**src/rtl/alu_result_stage_pkg.sv**
```systemverilog
// Shared CPU definitions used by the ALU result stage: data width, the ALU
// opcode enum, compare-flag encodings, the FIFO word layout and a flag
// encoding helper.
package CPU_package;

  localparam int DATA_WIDTH = 8;

  typedef enum logic [2:0] {
    ALU_AND = 3'd0,
    ALU_OR  = 3'd1,
    ALU_XOR = 3'd2,
    ALU_NOT = 3'd3,
    ALU_CPR = 3'd4
  } enum_alu_opcode_t;

  localparam logic [2:0] FLAG_EQ = 3'b100;
  localparam logic [2:0] FLAG_GT = 3'b010;
  localparam logic [2:0] FLAG_LT = 3'b001;

  typedef struct packed {
    enum_alu_opcode_t        op;
    logic [DATA_WIDTH-1:0]   data;
  } alu_result_t;

  // A compare produces exactly one of equal / greater / less.
  function automatic logic flag_is_onehot(input logic [2:0] flag);
    logic ok;
    case (flag)
      FLAG_EQ, FLAG_GT, FLAG_LT: ok = 1'b1;
      default:                   ok = 1'b0;
    endcase
    return ok;
  endfunction

endpackage

```
**src/rtl/alu_result_stage_fifo.sv**
```systemverilog
// Generic synchronous FIFO. Full/empty are told apart by the occupancy
// counter alone; pointers wrap naturally because DEPTH is a power of two.
// Storage is not reset, only the pointers and the counter.
module alu_result_fifo #(
  parameter int  DEPTH  = 4,
  parameter type word_t = logic [7:0]
) (
  input  logic                     clk,
  input  logic                     rst_n,
  input  logic                     push,
  input  logic                     pop,
  input  word_t                    wdata,
  output word_t                    rdata,
  output logic [$clog2(DEPTH):0]   count
);

  localparam int PTR_W = $clog2(DEPTH);
  localparam logic [PTR_W-1:0] PTR_ONE   = PTR_W'(1);
  localparam logic [PTR_W:0]   CNT_ONE   = (PTR_W+1)'(1);
  localparam logic [PTR_W:0]   CNT_FULL  = (PTR_W+1)'(DEPTH);
  localparam logic [PTR_W:0]   CNT_EMPTY = (PTR_W+1)'(0);

  word_t            mem_r [DEPTH];
  logic [PTR_W-1:0] wr_ptr_r;
  logic [PTR_W-1:0] rd_ptr_r;
  logic [PTR_W:0]   count_r;
  logic             push_ok_s;
  logic             pop_ok_s;

  // Protect against overflow/underflow even if the caller misbehaves.
  assign push_ok_s = push && (count_r != CNT_FULL);
  assign pop_ok_s  = pop  && (count_r != CNT_EMPTY);

  assign rdata = mem_r[rd_ptr_r];
  assign count = count_r;

  // Storage write; contents intentionally survive reset.
  always_ff @(posedge clk) begin
    if (push_ok_s) begin
      mem_r[wr_ptr_r] <= wdata;
    end
  end

  // Pointer and occupancy bookkeeping with synchronous active-low reset.
  always_ff @(posedge clk) begin
    if (!rst_n) begin
      wr_ptr_r <= '0;
      rd_ptr_r <= '0;
      count_r  <= '0;
    end else begin
      if (push_ok_s) begin
        wr_ptr_r <= wr_ptr_r + PTR_ONE;
      end
      if (pop_ok_s) begin
        rd_ptr_r <= rd_ptr_r + PTR_ONE;
      end
      case ({push_ok_s, pop_ok_s})
        2'b10:   count_r <= count_r + CNT_ONE;
        2'b01:   count_r <= count_r - CNT_ONE;
        default: count_r <= count_r;
      endcase
    end
  end

endmodule

```
**src/rtl/alu_result_stage.sv**
```systemverilog
// ALU result stage: splits compare results (CPR) into a status register for
// branch logic and queues every other result toward writeback.
// Optional build macro ALU_RESULT_FLAG_CHECK_EN adds flag_err and rejects
// compare flags that are not one-hot.
module alu_result_stage
  import CPU_package::*;
#(
  parameter int FIFO_DEPTH = 4
) (
  input  logic                          clk,
  input  logic                          rst_n,
  input  logic                          in_valid,
  output logic                          in_ready,
  input  enum_alu_opcode_t              in_opcode,
  input  logic [DATA_WIDTH-1:0]         in_result,
  input  logic [2:0]                    in_flag,
  output logic                          out_valid,
  input  logic                          out_ready,
  output logic [DATA_WIDTH-1:0]         out_result,
  output enum_alu_opcode_t              out_opcode,
  output logic [2:0]                    status_flag,
  output logic                          status_valid,
  output logic [$clog2(FIFO_DEPTH):0]   count
`ifdef ALU_RESULT_FLAG_CHECK_EN
  ,
  output logic                          flag_err
`endif
);

  localparam int CNT_W = $clog2(FIFO_DEPTH) + 1;
  localparam logic [CNT_W-1:0] CNT_FULL  = CNT_W'(FIFO_DEPTH);
  localparam logic [CNT_W-1:0] CNT_EMPTY = CNT_W'(0);

  logic             accept_s;
  logic             is_cpr_s;
  logic             cpr_accept_s;
  logic             push_s;
  logic             pop_s;
  logic             flag_ok_s;
  alu_result_t      wdata_s;
  alu_result_t      rdata_s;
  logic [CNT_W-1:0] count_s;
  logic [2:0]       status_flag_r;
  logic             status_valid_r;

  // Handshake: readiness depends only on occupancy, never on the opcode.
  assign in_ready     = (count_s != CNT_FULL);
  assign out_valid    = (count_s != CNT_EMPTY);
  assign accept_s     = in_valid && in_ready;
  assign is_cpr_s     = (in_opcode == ALU_CPR);
  assign cpr_accept_s = accept_s && is_cpr_s;
  assign push_s       = accept_s && !is_cpr_s;
  assign pop_s        = out_valid && out_ready;

  assign wdata_s.op   = in_opcode;
  assign wdata_s.data = in_result;

`ifdef ALU_RESULT_FLAG_CHECK_EN
  assign flag_ok_s = flag_is_onehot(in_flag);
`else
  assign flag_ok_s = 1'b1;
`endif

  alu_result_fifo #(
    .DEPTH  (FIFO_DEPTH),
    .word_t (alu_result_t)
  ) u_fifo (
    .clk   (clk),
    .rst_n (rst_n),
    .push  (push_s),
    .pop   (pop_s),
    .wdata (wdata_s),
    .rdata (rdata_s),
    .count (count_s)
  );

  // Head outputs are forced to neutral values while the queue is empty.
  assign out_result   = out_valid ? rdata_s.data : {DATA_WIDTH{1'b0}};
  assign out_opcode   = out_valid ? rdata_s.op   : ALU_AND;
  assign count        = count_s;
  assign status_flag  = status_flag_r;
  assign status_valid = status_valid_r;

  // Status register: the most recent accepted (and acceptable) compare wins.
  always_ff @(posedge clk) begin
    if (!rst_n) begin
      status_flag_r  <= 3'b000;
      status_valid_r <= 1'b0;
    end else if (cpr_accept_s && flag_ok_s) begin
      status_flag_r  <= in_flag;
      status_valid_r <= 1'b1;
    end else begin
      status_flag_r  <= status_flag_r;
      status_valid_r <= status_valid_r;
    end
  end

`ifdef ALU_RESULT_FLAG_CHECK_EN
  logic flag_err_r;

  assign flag_err = flag_err_r;

  // Sticky error for a compare whose flags are not exactly one-hot.
  always_ff @(posedge clk) begin
    if (!rst_n) begin
      flag_err_r <= 1'b0;
    end else if (cpr_accept_s && !flag_ok_s) begin
      flag_err_r <= 1'b1;
    end else begin
      flag_err_r <= flag_err_r;
    end
  end
`endif

endmodule
```
**config.mk**
```make
export PLATFORM = sky130hd
export DESIGN_NAME = alu_result_stage
export DESIGN_NICKNAME = d
export VERILOG_FILES = /design/src/rtl/alu_result_stage_pkg.sv /design/src/rtl/alu_result_stage_fifo.sv /design/src/rtl/alu_result_stage.sv
export SDC_FILE = /design/constraint.sdc
export NUM_CORES = 1
export LEC_CHECK = 0
export CAP_MARGIN = 20
export CORE_MARGIN = 2
export CORE_UTILIZATION = 47
export CTS_BUF_LIST = sky130_fd_sc_hd__clkbuf_16
export DETAILED_ROUTE_END_ITERATION = 16
export GPL_ROUTABILITY_DRIVEN = 1
export GPL_TIMING_DRIVEN = 0
export HOLD_SLACK_MARGIN = 0.02
export PLACE_DENSITY = 0.74
export SYNTH_ARGS = -nofsm -noshare
export SYNTH_HDL_FRONTEND = slang
export SYNTH_SLANG_ARGS = --single-unit
```
**constraint.sdc**
```tcl
create_clock -name clk -period 2.4 [get_ports clk]
set_input_delay 0.36 -clock clk [delete_from_list [all_inputs] [get_ports clk]]
set_output_delay 0.36 -clock clk [all_outputs]
set_load 0.03 [all_outputs]
```
Word level (Yosys, flattened, before mapping)
Memory sizes are Yosys's and may differ from the RTL's. A register that Yosys moved wholly into a read port is not among the register bits. Cells that the tools add are included.

Bits of input ports: 18. Register bits: 11. Memories: 1. Bits in writable memories: 44.

Reductions and logical operators: 9. Equality and inequality tests: 4. Mux-type cells: 7. Add/subtract/negate cells: 4.

Memory list: u_fifo.mem_r (words 4, width 11, rd ports 1, clocked after memory_dff 1, write ports 1, line alu_result_stage_fifo.sv:23) `word_t mem_r [DEPTH];`.

Operators with widths (count): 2-to-1 mux 8 bit (1); logical AND 1 bit (6); one-hot mux 3 bit (2 select lines) (1); adder 2 x 1 -> 2 bit (second input constant) (2); 2-to-1 mux 2 bit (2); adder 3 x 1 -> 3 bit (second input constant) (1); == test 3 bit (second input constant) (1); 2-to-1 mux 3 bit (1); != test 3 bit (second input constant) (1); nonzero test 3 bit (1); subtractor 3 x 1 -> 3 bit (second input constant) (1); == test 2 x 1 -> 1 bit (second input constant) (1); == test 2 bit (second input constant) (1); 2-to-1 mux 1 bit (2); nonzero test 2 bit (1); logical NOT 1 bit (1).

Logic depth before layout (Yosys ltp)
Gate-level depths: netlist (run 1).

Depth after elaboration: 6. Mapped depth: 10. Depth with buffers taken out: 9.

Hierarchy
A second synthesis (run 1) with hierarchy kept.

Cell total of the unflattened synthesis: 142. Area, all modules: 2357.3 µm².

Modules (own cells, without submodules): alu_result_fifo (area each 2083.2 µm², instances 1, cells an instance 107); alu_result_stage (area each 274.0 µm², instances 1, cells an instance 35).

Least setup slack after synthesis (run 1)
No wires, ideal clock.

Path kind: register to register. Start: register u_fifo.count_r[2] (netlist: u_fifo.count[2]). End: register u_fifo.count_r[2] (netlist: u_fifo.count[2]). Path slack: -0.216 ns. Arrival: 2.541 ns. Setup time: 0.076 ns. Buffers on the path: 1. Stages on the path, launching flop included: 11. Required time: 2.324 ns. Cells stage by stage: dfxtp_1 or3b_4 and3_4 buf_6 inv_1 ha_1 inv_1 fa_1 xor2_1 or3_1 a21boi_0.

Longest elaborated chain between the ends: 6. Elaborated cells on any way between the ends: 13.

RTL lines: start: declaration (line alu_result_stage_fifo.sv:26) `logic [PTR_W:0] count_r;`; start signal: assignment (line alu_result_stage_fifo.sv:58) `2'b10: count_r <= count_r + CNT_ONE;`; start signal: assignment (line alu_result_stage_fifo.sv:59) `2'b01: count_r <= count_r - CNT_ONE;`; start signal: assignment (line alu_result_stage_fifo.sv:60) `default: count_r <= count_r;`; != test 3 bit * (line alu_result_stage.sv:47) `assign in_ready = (count_s != CNT_FULL);`; named net in_ready (line alu_result_stage.sv:13) `output logic in_ready,`; logical AND 1 bit (line alu_result_stage.sv:49) `assign accept_s = in_valid && in_ready;`; logical AND 1 bit (line alu_result_stage.sv:52) `assign push_s = accept_s && !is_cpr_s;`; logical AND 1 bit * (line alu_result_stage_fifo.sv:31) `assign push_ok_s = push && (count_r != CNT_FULL);`; == test 2 x 1 -> 1 bit / == test 2 bit (equally long branches) (line alu_result_stage_fifo.sv:57) `case ({push_ok_s, pop_ok_s})`; one-hot mux 3 bit (2 select lines) / nonzero test 2 bit (equally long branches).

The timed path passes the listed nets; every way through them passes the cells marked *. A chain may end at the register's enable or synchronous reset.

Final worst setup path (run 1)
Start: input in_opcode[0]. End: register u_fifo.count_r[2] (netlist: u_fifo.count[2]).

Longest elaborated chain between the ends: 6. Elaborated cells on any way between the ends: 8.

RTL lines: start: declaration (line alu_result_stage.sv:14) `input enum_alu_opcode_t in_opcode,`; == test 3 bit * (line alu_result_stage.sv:50) `assign is_cpr_s = (in_opcode == ALU_CPR);`; logical NOT 1 bit * (line alu_result_stage.sv:52); logical AND 1 bit * (line alu_result_stage.sv:52); logical AND 1 bit * (line alu_result_stage_fifo.sv:31); == test 2 x 1 -> 1 bit / == test 2 bit (equally long branches) (line alu_result_stage_fifo.sv:57); one-hot mux 3 bit (2 select lines) / nonzero test 2 bit (equally long branches).

Every way passes the cells marked *; elsewhere a longest branch is shown, timed or not.

==> impl_metrics.yaml, run 1 <==
setup_path:
  cp_max_fo: 7
  crit_type: "primary input to flip-flop"
  worstSetupStartpointType: "primary input"
  arrival_ps: 2540
  cp-end-kind: "flip-flop"
  required_ps: 2640
global_routing:
  grt_pass1_wl_mm: 6.83
  first_global_vias: 1379
  grt_usage_pct: 18.3
  gr-total-overflow: 0
  antenna_found_initial: 0
  grt_max_degree: 12
timing:
  fin_crit_sh_pct: 95.5
  rsz0062_at_grt: "no"
  worst_pin_slew_ps: 606
  slew-limit-headroom_pct: 59.6
  finalHoldViolCount: 0
  max_freq_ghz: 0.436
  min_period_ps: 2290
  timing.final.ws_setup_ps: 107
  setup_viol: 0
  slew_violations: 0
  fin_skew_ps: 6.37
clock_network:
  cts.sinks: 57
  cts_buffers: 9
  clk_pin_slew_ps: 50
  insertion_delay_ps: 320
  cts_tree: "yes"
  cts-root-buf: "clkbuf_16"
  cts_hold_buf: 0
  h-tree-depth: 3
  clock_path_buffers: 2
power:
  p_per_area_mw_per_mm2: 1210
  pwr-share-comb_pct: 31.3
  pwr-share-clk_pct: 35.3
  p_seq_share_pct: 33.4
  p_leak_nw: 1.11
  switching_share_pct: 31.0
  p_sw_mw: 1.17
  irDropWorstVdd_mv: 0.525
  cell_internal_pwr_mw: 2.61
logic_synthesis:
  async_flop_share_pct: 0
  yosysSeqAreaShare_pct: 68.0
  syn_area_per_cell_um2: 16.5
  synth_ff_type: "edfxtp_1"
  yosysMostFrequentCell: "edfxtp_1"
  synth-edff-count: 44
  synthTopCellsByArea: "edfxtp_1 (57%), dfxtp_1 (11%), mux4_2 (11%), nor2b_1 (3.0%), ha_1 (2.7%)"
  synth_warnings: 0
  ys_ff_latch: 57
  syn_nets: 165
  synthCells: 141
  ys_types: 26
  synth_top_area_share_pct: 56.8
  syn_area_mm2: 0.00232
  synthTopCellsByCount: "edfxtp_1 (44), dfxtp_1 (13), mux4_2 (11), nand2_1 (11), nor2b_1 (11)"
  yosysTopAreaCell: "edfxtp_1"
flow_run:
  cap_violations: 0
cells_and_area:
  fin_nets: 213
  diodes: 0
  drive_gt1_share_pct: 22.2
  multi_input_area_um2: 701
  seq_area_mm2: 0.00159
  area_growth_pct: 34.1
  stdcell_area_mm2: 0.00312
  n_fill_cell: 361
worst_hold_path:
  min_path_type: "primary input to flip-flop"
status:
  status: "complete, no violations"
routing:
  final_antenna_net_count: 0
  dr.pass1.iters: 4
  vias_per_cell: 5.11
  drt_wl_total_mm: 4.50
  wl_per_cell_um: 17.3
  drt_iter0_drc: 82
  drc: 0
  vias: 1335
placed_design:
  place_area_mm2: 0.00278
  hpwl_mm: 3.02
  portBuffers: 36
  pre_cts_ws_ps: -611
  gp_congestion: 0.787
die:
  core-area_mm2: 0.00475
  die-area_mm2: 0.00552
  pin_count: 38
  die_y_um: 74.3
  dieWidth_um: 74.3
  rows: 25
  start_util_pct: 48.9
==> worst max-delay path, stage by stage <==
cell and delay, ps:
dlygate4sd2_1 280, or3b_4 420, and3_4 230, inv_4 60, ha_4 120, inv_2 40
fa_2 350, xor2_1 180, or3_1 370, a21boi_1 120
==> what timing repair did <==
action                     in CTS  in global routing
resized for setup              17                  7
setup buffers                   0                  2
gates cloned                    0                  0
pin swaps                       0                  5
setup endpoints to repair      13                 12
==> registers in the layout, summed over array words and instances (netlist names), named ones only <==
signal           count
u_fifo.count         3
u_fifo.wr_ptr_r      2
u_fifo.rd_ptr_r      2
status_valid         1
u_fifo.mem_r        44
status_flag          3
==> per-layer routing <==
layer,GRT usage [%],up-vias,wire (um)
li1,-,616,-
met1,20.4,680,1850
met2,30.7,35,2420
met3,7.05,4,194
met4,9.52,0,47
met5,0,-,0
==> worst paths after layout <==
| path | slack [ps] | start | cells past startpoint | to |
|---|---|---|---|---|
| max reg2reg | 110 | u_fifo.count[1]$_SDFFE_PN0P_ | 9 | u_fifo.count[2]$_SDFFE_PN0P_ |
| min reg2reg | 460 | status_flag[1]$_SDFFE_PN0P_ | 2 | status_flag[1]$_SDFFE_PN0P_ |
| max | 110 | in_opcode[0] | 10 | u_fifo.count[2]$_SDFFE_PN0P_ |
| min | 420 | rst_n | 2 | u_fifo.count[2]$_SDFFE_PN0P_ |
==> placed cells by master (no fill, tap or decap), types with 2 or more instances in the layout <==
cell type / n
and2_1: 9
buf_4: 2
bufinv_16: 2
clkbuf_1: 2
clkbuf_16: 9
clkbuf_2: 2
clkdlybuf4s50_1: 23
clkinvlp_4: 3
dfxtp_1: 10
dfxtp_2: 2
dlygate4sd2_1: 12
edfxtp_1: 44
ha_1: 4
inv_1: 7
mux2i_1: 5
mux4_2: 11
nand2_1: 11
nor2b_1: 11
o21ai_0: 2
or3b_4: 2
xnor2_1: 3
==> power groups by stage <==
stage                     Combinational, mW  Clock, mW  Sequential, mW
after floorplan                       0.759          0            1.30
after global placement                 1.20          0            1.26
after detailed placement               1.24          0            1.28
after CTS                              1.18       1.36            1.26
after global routing                   1.28       1.41            1.27
final                                  1.19       1.34            1.26
==> stage by stage <==
stage	power (mW)	TNS (ps)	hold WS [ps]	cells	utilization, %
floorplan	2.06	0	459	141	-
global placement	2.46	-801	445	244	58.5
detailed placement	2.51	-1100	445	244	58.5
CTS	3.79	0	417	260	65.0
global route	3.97	0	445	261	65.6
finish	3.79	0	423	261	65.6
==> kinds of logic after synthesis <==
logic type	count (synthesis)	synth area share [%]
simple gates	37	9.53
mux	16	12.8
flops	57	68.0
xor+xnor	4	1.51
buf+inv	15	2.80
fa+ha+maj	6	3.55
compound gates	6	1.78
==> final cells by class <==
cell class | instances | share of cell area, %
buffer | 5 | 0.923
clock buffer | 9 | 7.22
clock inverter | 7 | 3.05
inverter | 9 | 1.16
multi-input combinational | 69 | 22.5
sequential | 57 | 50.9
tap | 67 | 2.69
timing repair buffer | 38 | 11.6
(Power assumes the default switching activity.)
==> run 2, diff against run 1 <==
--- a/config.mk
+++ b/config.mk
@@ -5,15 +5,17 @@
 export SDC_FILE = /design/constraint.sdc
 export NUM_CORES = 1
 export LEC_CHECK = 0
+export ABC_AREA = 1
 export CAP_MARGIN = 20
 export CORE_MARGIN = 2
-export CORE_UTILIZATION = 47
+export CORE_UTILIZATION = 48
 export CTS_BUF_LIST = sky130_fd_sc_hd__clkbuf_16
+export CTS_CLUSTER_DIAMETER = 50
 export DETAILED_ROUTE_END_ITERATION = 16
 export GPL_ROUTABILITY_DRIVEN = 1
 export GPL_TIMING_DRIVEN = 0
 export HOLD_SLACK_MARGIN = 0.02
-export PLACE_DENSITY = 0.74
+export PLACE_DENSITY = 0.75
 export SYNTH_ARGS = -nofsm -noshare
 export SYNTH_HDL_FRONTEND = slang
 export SYNTH_SLANG_ARGS = --single-unit
==> run 2 against run 1 <==
Non-clock buffer count rose by 1. Synthesized area rose by 3.2%. Die area rose by 1.0%. First-iteration DRC count rose by 99%. Critical path depth fell by 5. Hold slack got worse by 68 ps. Sequential share of layout area fell by 0.94 points. Critical endpoint is now u_fifo.mem_r[3][9]$_DFFE_PP_. Largest cell class unchanged.
==> impl_metrics.yaml, run 2 <==
clock_network:
  cts_hold_buf: 0
  clock_path_buffers: 2
  cts.sinks: 57
  cts_tree: "yes"
  cts_buffers: 9
  h-tree-depth: 3
  insertion_delay_ps: 320
  clk_pin_slew_ps: 50
  cts-root-buf: "clkbuf_16"
worst_hold_path:
  min_path_type: "primary input to flip-flop"
cells_and_area:
  diodes: 0
  largest_reg_flops: 44
  n_fill_cell: 371
  layout_common_cells: "nor2_1 (64), edfxtp_1 (44), inv_1 (26)"
  fin_nets: 303
  seq_area_mm2: 0.00158
  drive_gt1_share_pct: 9.86
  multi_input_area_um2: 679
  area_growth_pct: 31.9
  top_register: "u_fifo.mem_r"
  stdcell_count: 351
  layout_commonest_cell: "nor2_1"
logic_synthesis:
  synthTopCellsByArea: "edfxtp_1 (55%), dfxtp_1 (11%), nor2_1 (10%), o21ai_0 (4.2%), inv_1 (4.1%)"
  yosysMostFrequentCell: "nor2_1"
  synth_warnings: 0
  syn_area_mm2: 0.00240
  async_flop_share_pct: 0
  synthTopCellsByCount: "nor2_1 (65), edfxtp_1 (44), inv_1 (26), o21ai_0 (20), nand2_1 (19)"
  ys_types: 20
  synth-edff-count: 44
  synth_ff_type: "edfxtp_1"
  yosysSeqAreaShare_pct: 65.9
  synthCells: 232
  syn_nets: 256
  syn_area_per_cell_um2: 10.3
  yosysTopAreaCell: "edfxtp_1"
  ys_ff_latch: 57
  synth_top_area_share_pct: 55.1
status:
  status: "complete, no violations"
timing:
  timing.final.ws_setup_ps: 198
  finalHoldViolCount: 0
  slew_violations: 0
  min_period_ps: 2200
  fin_crit_sh_pct: 91.7
  rsz0062_at_grt: "no"
  max_freq_ghz: 0.454
  setup_viol: 0
  worst_hold_slack_ps: 355
  slew-limit-headroom_pct: 29.8
  fin_skew_ps: 4.19
  worst_pin_slew_ps: 1050
die:
  dieWidth_um: 74.7
  die_y_um: 74.7
  pin_count: 38
  die-area_mm2: 0.00558
  core-area_mm2: 0.00479
  rows: 25
  start_util_pct: 50.1
setup_path:
  cp_max_fo: 11
  required_ps: 2340
  cp-end-kind: "flip-flop"
  path_buf_inv: 1
  path_common_cell: "nor2_1"
  crit_slowest_cell: "nor2_1"
  critPathTopFamily: "simple AND/OR/NAND/NOR gates"
  arrival_ps: 2140
  crit_chain: "clkdlybuf4s50_1 > nor2_1 > nand2_1 > nand3_4 > nor2_1"
  slowest_delay_ps: 820
  crit_type: "primary input to flip-flop"
  worstSetupStartpointType: "primary input"
placed_design:
  hpwl_mm: 2.97
  portBuffers: 36
  placedCellCount: 335
  pre_cts_ws_ps: -209
  gp_congestion: 0.759
power:
  pwr-share-comb_pct: 33.3
  cell_internal_pwr_mw: 2.51
  pwr-share-clk_pct: 34.7
  p_leak_nw: 1.27
  p_total_mw: 3.85
  irDropWorstVdd_mv: 0.997
  p_sw_mw: 1.35
  switching_share_pct: 35.0
  p_seq_share_pct: 32.0
  p_per_area_mw_per_mm2: 1220
global_routing:
  gr-total-overflow: 0
  first_global_vias: 1569
  grt_max_degree: 12
  antenna_found_initial: 0
  grt_pass1_wl_mm: 7.41
  grt_usage_pct: 19.1
routing:
  vias: 1719
  final_antenna_net_count: 0
  drc: 0
  drt_wl_total_mm: 4.75
  wl_per_cell_um: 13.5
  dr.pass1.iters: 6
  drt_iter0_drc: 163
  vias_per_cell: 4.90
flow_run:
  cap_violations: 0
-- run 2: power by group through the flow --
stage               Combinational, mW  Clock, mW  Sequential, mW
CTS                              1.29       1.36            1.23
floorplan                       0.800          0            1.29
finish                           1.28       1.34            1.23
global route                     1.40       1.41            1.24
detailed placement               1.36          0            1.25
global placement                 1.34          0            1.25
-- run 2: repair_timing --
action	4_1_cts	5_1_grt
setup buffers	0	0
cloned	0	0
setup endpoints to repair	10	35
resized for setup	10	3
-- run 2: path summary, 6_finish.rpt --
path                                                    from                      endpoint  slack [ps]  cells past startpoint
worst min-delay path                                   rst_n  u_fifo.count[2]$_SDFFE_PN0P_         360                      3
worst max register to register  u_fifo.count[1]$_SDFFE_PN0P_  u_fifo.count[2]$_SDFFE_PN0P_         400                     11
worst min register to register     status_valid$_SDFFE_PN0P_     status_valid$_SDFFE_PN0P_         480                      2
worst max-delay path                            in_opcode[1]  u_fifo.mem_r[3][9]$_DFFE_PP_         200                      5
-- run 2: stage by stage --
step                      util [%]  TNS [ps]  instance area [um^2]
after floorplan                  -         0                  2400
after global placement        59.4     -7010                  2840
after detailed placement      59.4     -7730                  2840
after CTS                     65.9         0                  3150
after global routing          66.1         0                  3160
final                         66.1         0                  3160
-- run 2: logic make-up (layout without fill, tap and decap cells) --
group | after synthesis | after routing | share of synthesized area [%]
compound gates | 39 | 39 | 8.13
fa+ha+maj | 6 | 6 | 3.44
buf+inv | 34 | 86 | 6.20
flops | 57 | 57 | 65.9
simple gates | 96 | 96 | 16.3
-- run 2: final cells by class --
| cell class | instances | area share [%] |
|---|---|---|
| tap | 67 | 2.65 |
| clock buffer | 9 | 7.12 |
| multi-input combinational | 141 | 21.5 |
| inverter | 26 | 3.08 |
| buffer | 8 | 1.62 |
| timing repair buffer | 36 | 11.1 |
| sequential | 57 | 50.0 |
| clock inverter | 7 | 3.01 |
-- run 2: layer usage --
| layer | global-route usage (%) | wire (um) |
|---|---|---|
| met2 | 29.1 | 2260 |
| met1 | 24.0 | 2020 |
| met3 | 6.56 | 327 |
| met4 | 10.7 | 138 |
| met5 | 0 | 0 |
-- run 2: worst register-to-register path, stage by stage, from the launching register on --
cell,delay (ps)
dfxtp_1,330
nor2_1,170
nand2_2,170
nand3_4,140
ha_1,160
inv_1,60
fa_1,370
or2_2,310
nand3_1,70
nand2_1,50
inv_1,40
nor2_1,30
